===== src/rtl/hilo_div_pkg.sv =====
// hilo_div_pkg: shared divider state encodings and ready constants used by the execute stage.
package hilo_div_pkg;
  typedef enum logic [1:0] {
    DIV_FREE    = 2'b00,
    DIV_BY_ZERO = 2'b01,
    DIV_ON      = 2'b10,
    DIV_END     = 2'b11
  } div_state_t;
  localparam int DIV_ITER = 32;
  localparam logic DIV_RESULT_READY = 1'b1;
  localparam logic DIV_RESULT_NOT_READY = 1'b0;
endpackage


===== src/rtl/hilo_div_step.sv =====
// div_step: one restoring-division iteration on the {remainder, quotient} register.
module div_step #(
  parameter int WIDTH = 32
) (
  input  logic [2*WIDTH:0] din,
  input  logic [WIDTH-1:0] divisor,
  output logic [2*WIDTH:0] dout
);
  logic [2*WIDTH:0] s;
  logic [WIDTH:0] trial;
  always_comb begin
    s = din << 1;
    trial = s[2*WIDTH:WIDTH] - {1'b0, divisor};
    dout = trial[WIDTH] ? s : {trial, s[WIDTH-1:1], 1'b1};
  end
endmodule


===== src/rtl/hilo_div.sv =====
// hilo_div: multi-cycle signed/unsigned restoring divider answering execute-stage requests.
module hilo_div
  import hilo_div_pkg::*;
#(
  parameter int WIDTH = 32,
  parameter int ITER = WIDTH
) (
  input  logic               clk,
  input  logic               reset,
  input  logic               signed_div,
  input  logic [WIDTH-1:0]   opdata1,
  input  logic [WIDTH-1:0]   opdata2,
  input  logic               start,
  input  logic               annul,
  output logic [2*WIDTH-1:0] result,
  output logic               ready
);
  localparam int CW = $clog2(ITER) + 1;
  div_state_t state, state_n;
  logic [CW-1:0] cnt;
  logic [2*WIDTH:0] dividend, step;
  logic [WIDTH-1:0] divisor, mag1, mag2, quot, rem, q_fix, r_fix;
  logic neg1, neg2, accept, finish;
  div_step #(.WIDTH(WIDTH)) u_step (.din(dividend), .divisor(divisor), .dout(step));
  assign accept = state == DIV_FREE && start && !annul;
  assign finish = state == DIV_ON && !annul && cnt == CW'(ITER);
  assign mag1 = (signed_div && opdata1[WIDTH-1]) ? -opdata1 : opdata1;
  assign mag2 = (signed_div && opdata2[WIDTH-1]) ? -opdata2 : opdata2;
  assign quot = dividend[WIDTH-1:0];
  assign rem = dividend[2*WIDTH-1:WIDTH];
  assign q_fix = (neg1 ^ neg2) ? -quot : quot;
  assign r_fix = neg1 ? -rem : rem;
  always_comb begin
    state_n = state;
    case (state)
      DIV_FREE:    state_n = accept ? (opdata2 == '0 ? DIV_BY_ZERO : DIV_ON) : DIV_FREE;
      // divide-by-zero answers on the second edge spent here
      DIV_BY_ZERO: state_n = annul ? DIV_FREE : (cnt == CW'(1) ? DIV_END : DIV_BY_ZERO);
      DIV_ON:      state_n = annul ? DIV_FREE : (finish ? DIV_END : DIV_ON);
      DIV_END:     state_n = start ? DIV_END : DIV_FREE;
      default:     state_n = DIV_FREE;
    endcase
  end
  always_ff @(posedge clk or posedge reset)
    if (reset) state <= DIV_FREE;
    else state <= state_n;
  always_ff @(posedge clk or posedge reset) begin
    if (reset) begin
      cnt <= '0;
      dividend <= '0;
      divisor <= '0;
      neg1 <= 1'b0;
      neg2 <= 1'b0;
      result <= '0;
      ready <= DIV_RESULT_NOT_READY;
    end else begin
      ready <= state_n == DIV_END ? DIV_RESULT_READY : DIV_RESULT_NOT_READY;
      result <= finish ? {r_fix, q_fix} : (state == DIV_END && start) ? result : '0;
      if (accept) begin
        neg1 <= signed_div & opdata1[WIDTH-1];
        neg2 <= signed_div & opdata2[WIDTH-1];
        dividend <= {(WIDTH+1)'(0), mag1};
        divisor <= mag2;
        cnt <= '0;
      end else if (state == DIV_ON || state == DIV_BY_ZERO) begin
        cnt <= cnt + 1'b1;
        if (state == DIV_ON && !finish) dividend <= step;
      end
    end
  end
endmodule


===== config.mk =====
export PLATFORM = sky130hd
export DESIGN_NAME = hilo_div
export DESIGN_NICKNAME = d
export VERILOG_FILES = /design/src/rtl/hilo_div_pkg.sv /design/src/rtl/hilo_div_step.sv /design/src/rtl/hilo_div.sv
export SDC_FILE = /design/constraint.sdc
export NUM_CORES = 1
export LEC_CHECK = 0
export BUFFER_PORTS_ARGS = -buffer_cell sky130_fd_sc_hd__buf_2
export CORE_UTILIZATION = 60
export DETAILED_ROUTE_END_ITERATION = 12
export GPL_ROUTABILITY_DRIVEN = 0
export GPL_TIMING_DRIVEN = 0
export PLACE_DENSITY = 0.83
export RECOVER_POWER = 25
export SLEW_MARGIN = 10
export SYNTH_ARGS = -nofsm -noshare
export SYNTH_HDL_FRONTEND = slang
export SYNTH_SLANG_ARGS = --single-unit

===== constraint.sdc =====
create_clock -name clk -period 6.8 [get_ports clk]
set_clock_uncertainty 0.1 [all_clocks]
set_input_delay 1.36 -clock clk [delete_from_list [all_inputs] [get_ports clk]]
set_output_delay 1.36 -clock clk [all_outputs]
set_load 0.03 [all_outputs]

### Yosys cells after proc, flatten, opt, wreduce, memory -nomap -nowiden

Index checks and enable logic that the tools add are counted.

| cells by class | value |
|---|---|
| $add $sub $neg | 6 |
| reductions and logical operators | 16 |
| eq/ne operators | 7 |
| mux-type cells | 21 |
| bitwise logic cells | 3 |

Operators by type and width:

| kind | number |
|---|---|
| 64-bit two-way mux | 6 |
| 32-bit two-way mux | 4 |
| 32-bit negator | 4 |
| 33-bit by 32-bit subtractor with 33-bit output | 1 |
| 32-bit logical NOT | 1 |
| 2-bit two-way mux | 6 |
| 6-bit two-way mux | 2 |
| 1-bit logical AND | 8 |
| 2-bit case mux with 4 select lines | 1 |
| 6-bit by 1-bit adder with 6-bit output, second input constant | 1 |
| 2-bit == test, second input constant | 3 |
| 6-bit by 1-bit == test with 1-bit output, second input constant | 1 |
| 6-bit == test, second input constant | 1 |
| 2-bit nonzero test | 2 |
| 1-bit AND | 2 |
| 2-bit by 1-bit == test with 1-bit output, second input constant | 1 |
| 1-bit logical NOT | 2 |
| 2-bit logical NOT | 1 |
| 1-bit two-way mux | 2 |
| 2-bit != test, second input constant | 1 |
| 2-bit AND reduction | 1 |
| 1-bit logical OR | 1 |
| 1-bit bitwise XOR | 1 |

| storage, ports and cells | value |
|---|---|
| register bits after elaboration | 171 |
| logic and storage cells | 61 |
| output and inout port bits | 65 |

### Depth between registers and ports, before layout

| depth | value |
|---|---|
| depth in word-level cells | 8 |
| gate-level depth with buffers | 14 |
| gate-level depth less buffers | 12 |

### Hierarchy

From an unflattened synthesis, not the netlist that was laid out.

| second synthesis, totals | value |
|---|---|
| cells, all modules | 1,513 |
| area, all modules | 12,439.4 um^2 |

By module, submodules not included:

| module | cells each | instances | area an instance (um^2) |
|---|---|---|---|
| hilo_div | 1,122 | 1 | 9,716.8 |
| div_step | 391 | 1 | 2,722.6 |

### Worst setup path after synthesis

Ideal clock, no wire load.

| timing | value |
|---|---|
| path type | input -> register |
| from | in opdata1[9] |
| to | reg dividend[30] |
| setup slack | 3,311 ps |
| cell stages on the path | 9 |
| setup time | 141 ps |
| arrival | 3,248 ps |
| data required time | 6,559 ps |
| path through | nor4_1 > nand2_1 > nor4_1 > a21oi_1 > a21oi_1 > o21ai_0 > xor2_1 > nor2_1 > a31oi_1 |

| between the ends | value |
|---|---|
| longest elaborated chain between the ends | 3 |

Ends and longest elaborated chain:

| what | line | text |
|---|---|---|
| start: declaration | hilo_div.sv:11 | `input logic [WIDTH-1:0] opdata1,` |
| 32-bit negator | hilo_div.sv:27 | `assign mag1 = (signed_div && opdata1[WIDTH-1]) ? -opdata1 : opdata1;` |
| 32-bit two-way mux | hilo_div.sv:27 |  |
| 64-bit two-way mux | hilo_div.sv:59 | `if (accept) begin` |
| end signal: assignment | hilo_div.sv:62 | `dividend <= {(WIDTH+1)'(0), mag1};` |
| end signal: assignment | hilo_div.sv:67 | `if (state == DIV_ON && !finish) dividend <= step;` |
| end: declaration | hilo_div.sv:21 | `logic [2*WIDTH:0] dividend, step;` |

No other way between the ends.
A chain may end at the register's enable or synchronous reset.

### Worst setup path in the final report

| timing | value |
|---|---|
| from | reg dividend[31] |
| to | reg dividend[40] |

| between the ends | value |
|---|---|
| longest elaborated chain between the ends | 5 |

Ends and longest elaborated chain:

| what | line | text |
|---|---|---|
| 33-bit by 32-bit subtractor with 33-bit output | hilo_div_step.sv:13 | `trial = s[2*WIDTH:WIDTH] - {1'b0, divisor};` |
| 64-bit two-way mux | hilo_div_step.sv:14 | `dout = trial[WIDTH] ? s : {trial, s[WIDTH-1:1], 1'b1};` |
| 64-bit two-way mux | hilo_div.sv:67 |  |
| 64-bit two-way mux | hilo_div.sv:65 | `end else if (state == DIV_ON \|\| state == DIV_BY_ZERO) begin` |
| 64-bit two-way mux | hilo_div.sv:59 |  |

No other way between the ends. The select of a mux whose other input is x is not followed.

==> impl_metrics.ini <==
[floorplanning]
coreArea_mm2 = 0.0186
die_width_um = 140
initial_core_util = 0.611
die_h_um = 140
std_cell_rows = 50
dieArea_mm2 = 0.0196
ioPinCount = 134

[timing]
grt_setup_unrepaired = no
maxSlewHeadroom = -0.675
worst_slew_pin_slew_ns = 2.50
finalSetupViolCount = 0
setup_ws_ns = 2.99
min_period_ns = 3.81
post-route-period-util = 0.561
max_freq_mhz = 262
final-hold-violation-count = 0
slew_violations = 58

[clock_network]
root_buffer = clkbuf_16
cts_hold_buf = 0
cts_setup_buffers = 0
cts_inserted_buffers = 17
clkTransAtPathRegs_ns = 0.08
cts_buffer_depth = 2
htree_levels = 4
cts_tree = done
ctsResizeCount = 0
clock_latency_ns = 0.45
clock-sinks = 171

[synth]
synth-edff-count = 0
syn_area_mm2 = 0.0114
synth_warnings = 0
yosys.cell_types.count = 56
synth_fp_nets = 1489
async_reset_ff_frac = 1.00
yosys.area.top_type_share = 0.375
synth_top_flop_cell = dfrtp_1
synthTopCellsByArea = dfrtp_1, o21ai_0, xnor2_1
netlist_instances = 1376
ys_seq_elements = 171
yosys.area.top_type = dfrtp_1
synth_seq_area_share = 0.375
synth_area_per_cell_um2 = 8.28

[detailed_routing]
avgViaCountPerCell = 6.12
wl_um = 30300
drt_iter0_markers = 852
met3WireLength_um = 2450
ant_nets = 0
drcViolationCount = 0
wl_met2_um = 13700
met1_length_um = 13200
first_pass_iters = 5
wl_per_cell_um = 17.0
top_layer = met4
vias = 10900

[place]
portBuffers = 133
dp_slack_ns = 2.68
dp_hpwl_um = 23000
placed_cell_area_mm2 = 0.0124

[power]
power_density_mw_per_mm2 = 276
power_frac_comb = 0.369
p_sw_mw = 1.41
power.leakage_nw = 5.98
p_sw_frac = 0.393
intPower_mw = 2.17
clkPwrFrac = 0.269
ir_drop_mv = 0.190
p_seq_frac = 0.363

[min_path]
hp-start = divisor[14]
hp-class = flip-flop to flip-flop

[worst_setup_path]
worstSetupStartpoint = dividend[31]
crit_type = flip-flop to flip-flop
cp_max_fo = 10
worstPathRequired_ns = 7.02
crit_family = compound AO/OA/AOI/OAI gates
slowest_stage = dfrtp_1
path_buf_inv = 3
cp-start-kind = flip-flop
cp-end-kind = flip-flop
crit_arrival_ns = 4.03
path_cells = inv_1, ha_1, fa_1, nand2b_1, a21oi_1, o31ai_1, a211o_1, nand3_1, xor2_1, buf_2, buf_2, nand2_1, o21ai_0, o21ai_0
timing.rr.start = dividend[31]
critPathMaxStageDelay_ns = 0.40

[cells_and_area]
area_growth_pct = 13.7
layout.nets = 1642
post-route-util = 0.695
drive_gt1_frac = 0.120
fillers = 1467
design_area_mm2 = 0.0130

[grt]
grt_pass1_vias = 10100
overflow = 0
antenna_found_initial = 1
grt_pass1_wl_um = 49700
grt_max_degree = 115
grt_use_total = 0.318

[run_status]
violations = capacitance limit, slew limit
status = finished with violations

[run]
maxCapViolCount = 1
==> worst min-delay path, cell delays in order, from the launching register on <==
cell and delay (ns):
dfrtp_1 0.35, nand2_1 0.04, o21ai_0 0.06
==> path summary, 6_finish.rpt <==
kind,endpoint,slack (ns),cells after the start
max,dividend[40],2.99,14
min,divisor[14],0.38,2
max in group asynchronous,cnt[1],3.76,3
min in group asynchronous,result[42],1.51,2
max reg2reg,dividend[40],2.99,14
min reg2reg,divisor[14],0.38,2
==> routing by layer <==
| metal | global-route usage | vias up |
|---|---|---|
| li1 | - | 5182 |
| met1 | 0.445 | 5095 |
| met2 | 0.502 | 526 |
| met3 | 0.0440 | 65 |
| met4 | 0.116 | 0 |
| met5 | 0 | - |
==> cells in the mapped netlist (all sizes together) (28+ instances only) <==
master	number
o21ai	175
dfrtp	171
nand2	160
nor2	99
a21oi	93
nand3	80
xnor2	79
xor2	75
clkbuf	66
inv	58
a31oi	45
ha	43
mux2i	28
==> cell usage in the layout (no fill, tap or decap), drive strengths merged, types with 4 or more instances in the layout <==
cell type    n
nor4        17
o31ai       19
or2          4
inv         66
nor3        19
or3          4
a21oi       93
xor2        75
nor2        99
a21o        16
and2        11
a31oi       45
xnor2       79
buf        146
mux2i       28
clkbuf      83
and3        11
nor2b        7
clkinvlp     5
or4         10
nand3       80
o41ai       14
o21a         4
ha          43
nand2      160
o21ai      175
dfrtp      171
nand4b       4
nand2b       8
a221o        4
o22ai        4
nand4        7
==> stage by stage <==
| stage | cells | TNS [ns] | hold slack [ns] | power (mW) |
|---|---|---|---|---|
| global placement | 1743 | -158.19 | 0.361 | 2.55 |
| floorplan | 1376 | 0 | 0.350 | 2.27 |
| finish | 1777 | 0 | 0.381 | 3.58 |
| global route | 1776 | 0 | 0.408 | 3.78 |
| CTS | 1776 | 0 | 0.388 | 3.56 |
| detailed placement | 1744 | 0 | 0.370 | 2.60 |
==> area by class of cell <==
| cell class | instances | area, um2 | share of cell area |
|---|---|---|---|
| Antenna cell | 1 | 2.50 | 0.000193 |
| Multi-Input combinational cell | 1069 | 6600 | 0.509 |
| Sequential cell | 171 | 4280 | 0.330 |
| Clock inverter | 15 | 149 | 0.0115 |
| Buffer | 78 | 299 | 0.0231 |
| Timing Repair Buffer | 134 | 693 | 0.0535 |
| Inverter | 58 | 219 | 0.0169 |
| Tap cell | 234 | 293 | 0.0226 |
| Clock buffer | 17 | 425 | 0.0328 |
==> power groups by stage <==
stage | sequential, mW | clock (mW) | combinational (mW)
global route | 1.31 | 1.00 | 1.46
CTS | 1.29 | 0.963 | 1.30
global placement | 1.30 | 0 | 1.25
finish | 1.30 | 0.963 | 1.32
floorplan | 1.25 | 0 | 1.02
detailed placement | 1.31 | 0 | 1.29
==> state kept, by name, summed over array words and instances, names as in the netlist <==
register / flops
neg1: 1
ready: 1
state: 2
result: 64
divisor: 32
dividend: 64
neg2: 1
cnt: 6
==> cells by family (layout without fill, tap and decap cells) <==
group,count (synthesis),in the layout,synth area share
muxes,28,28,0.0246
DFF,171,171,0.375
AOI/OAI and AO/OA,396,396,0.203
adders and majority gates,44,44,0.0490
buffers and inverters,136,302,0.0453
other,0,1,0
xor gates and xnor gates,154,154,0.118
and+or+nand+nor,447,447,0.185
Note: power is estimated with default switching activity, not from simulation.
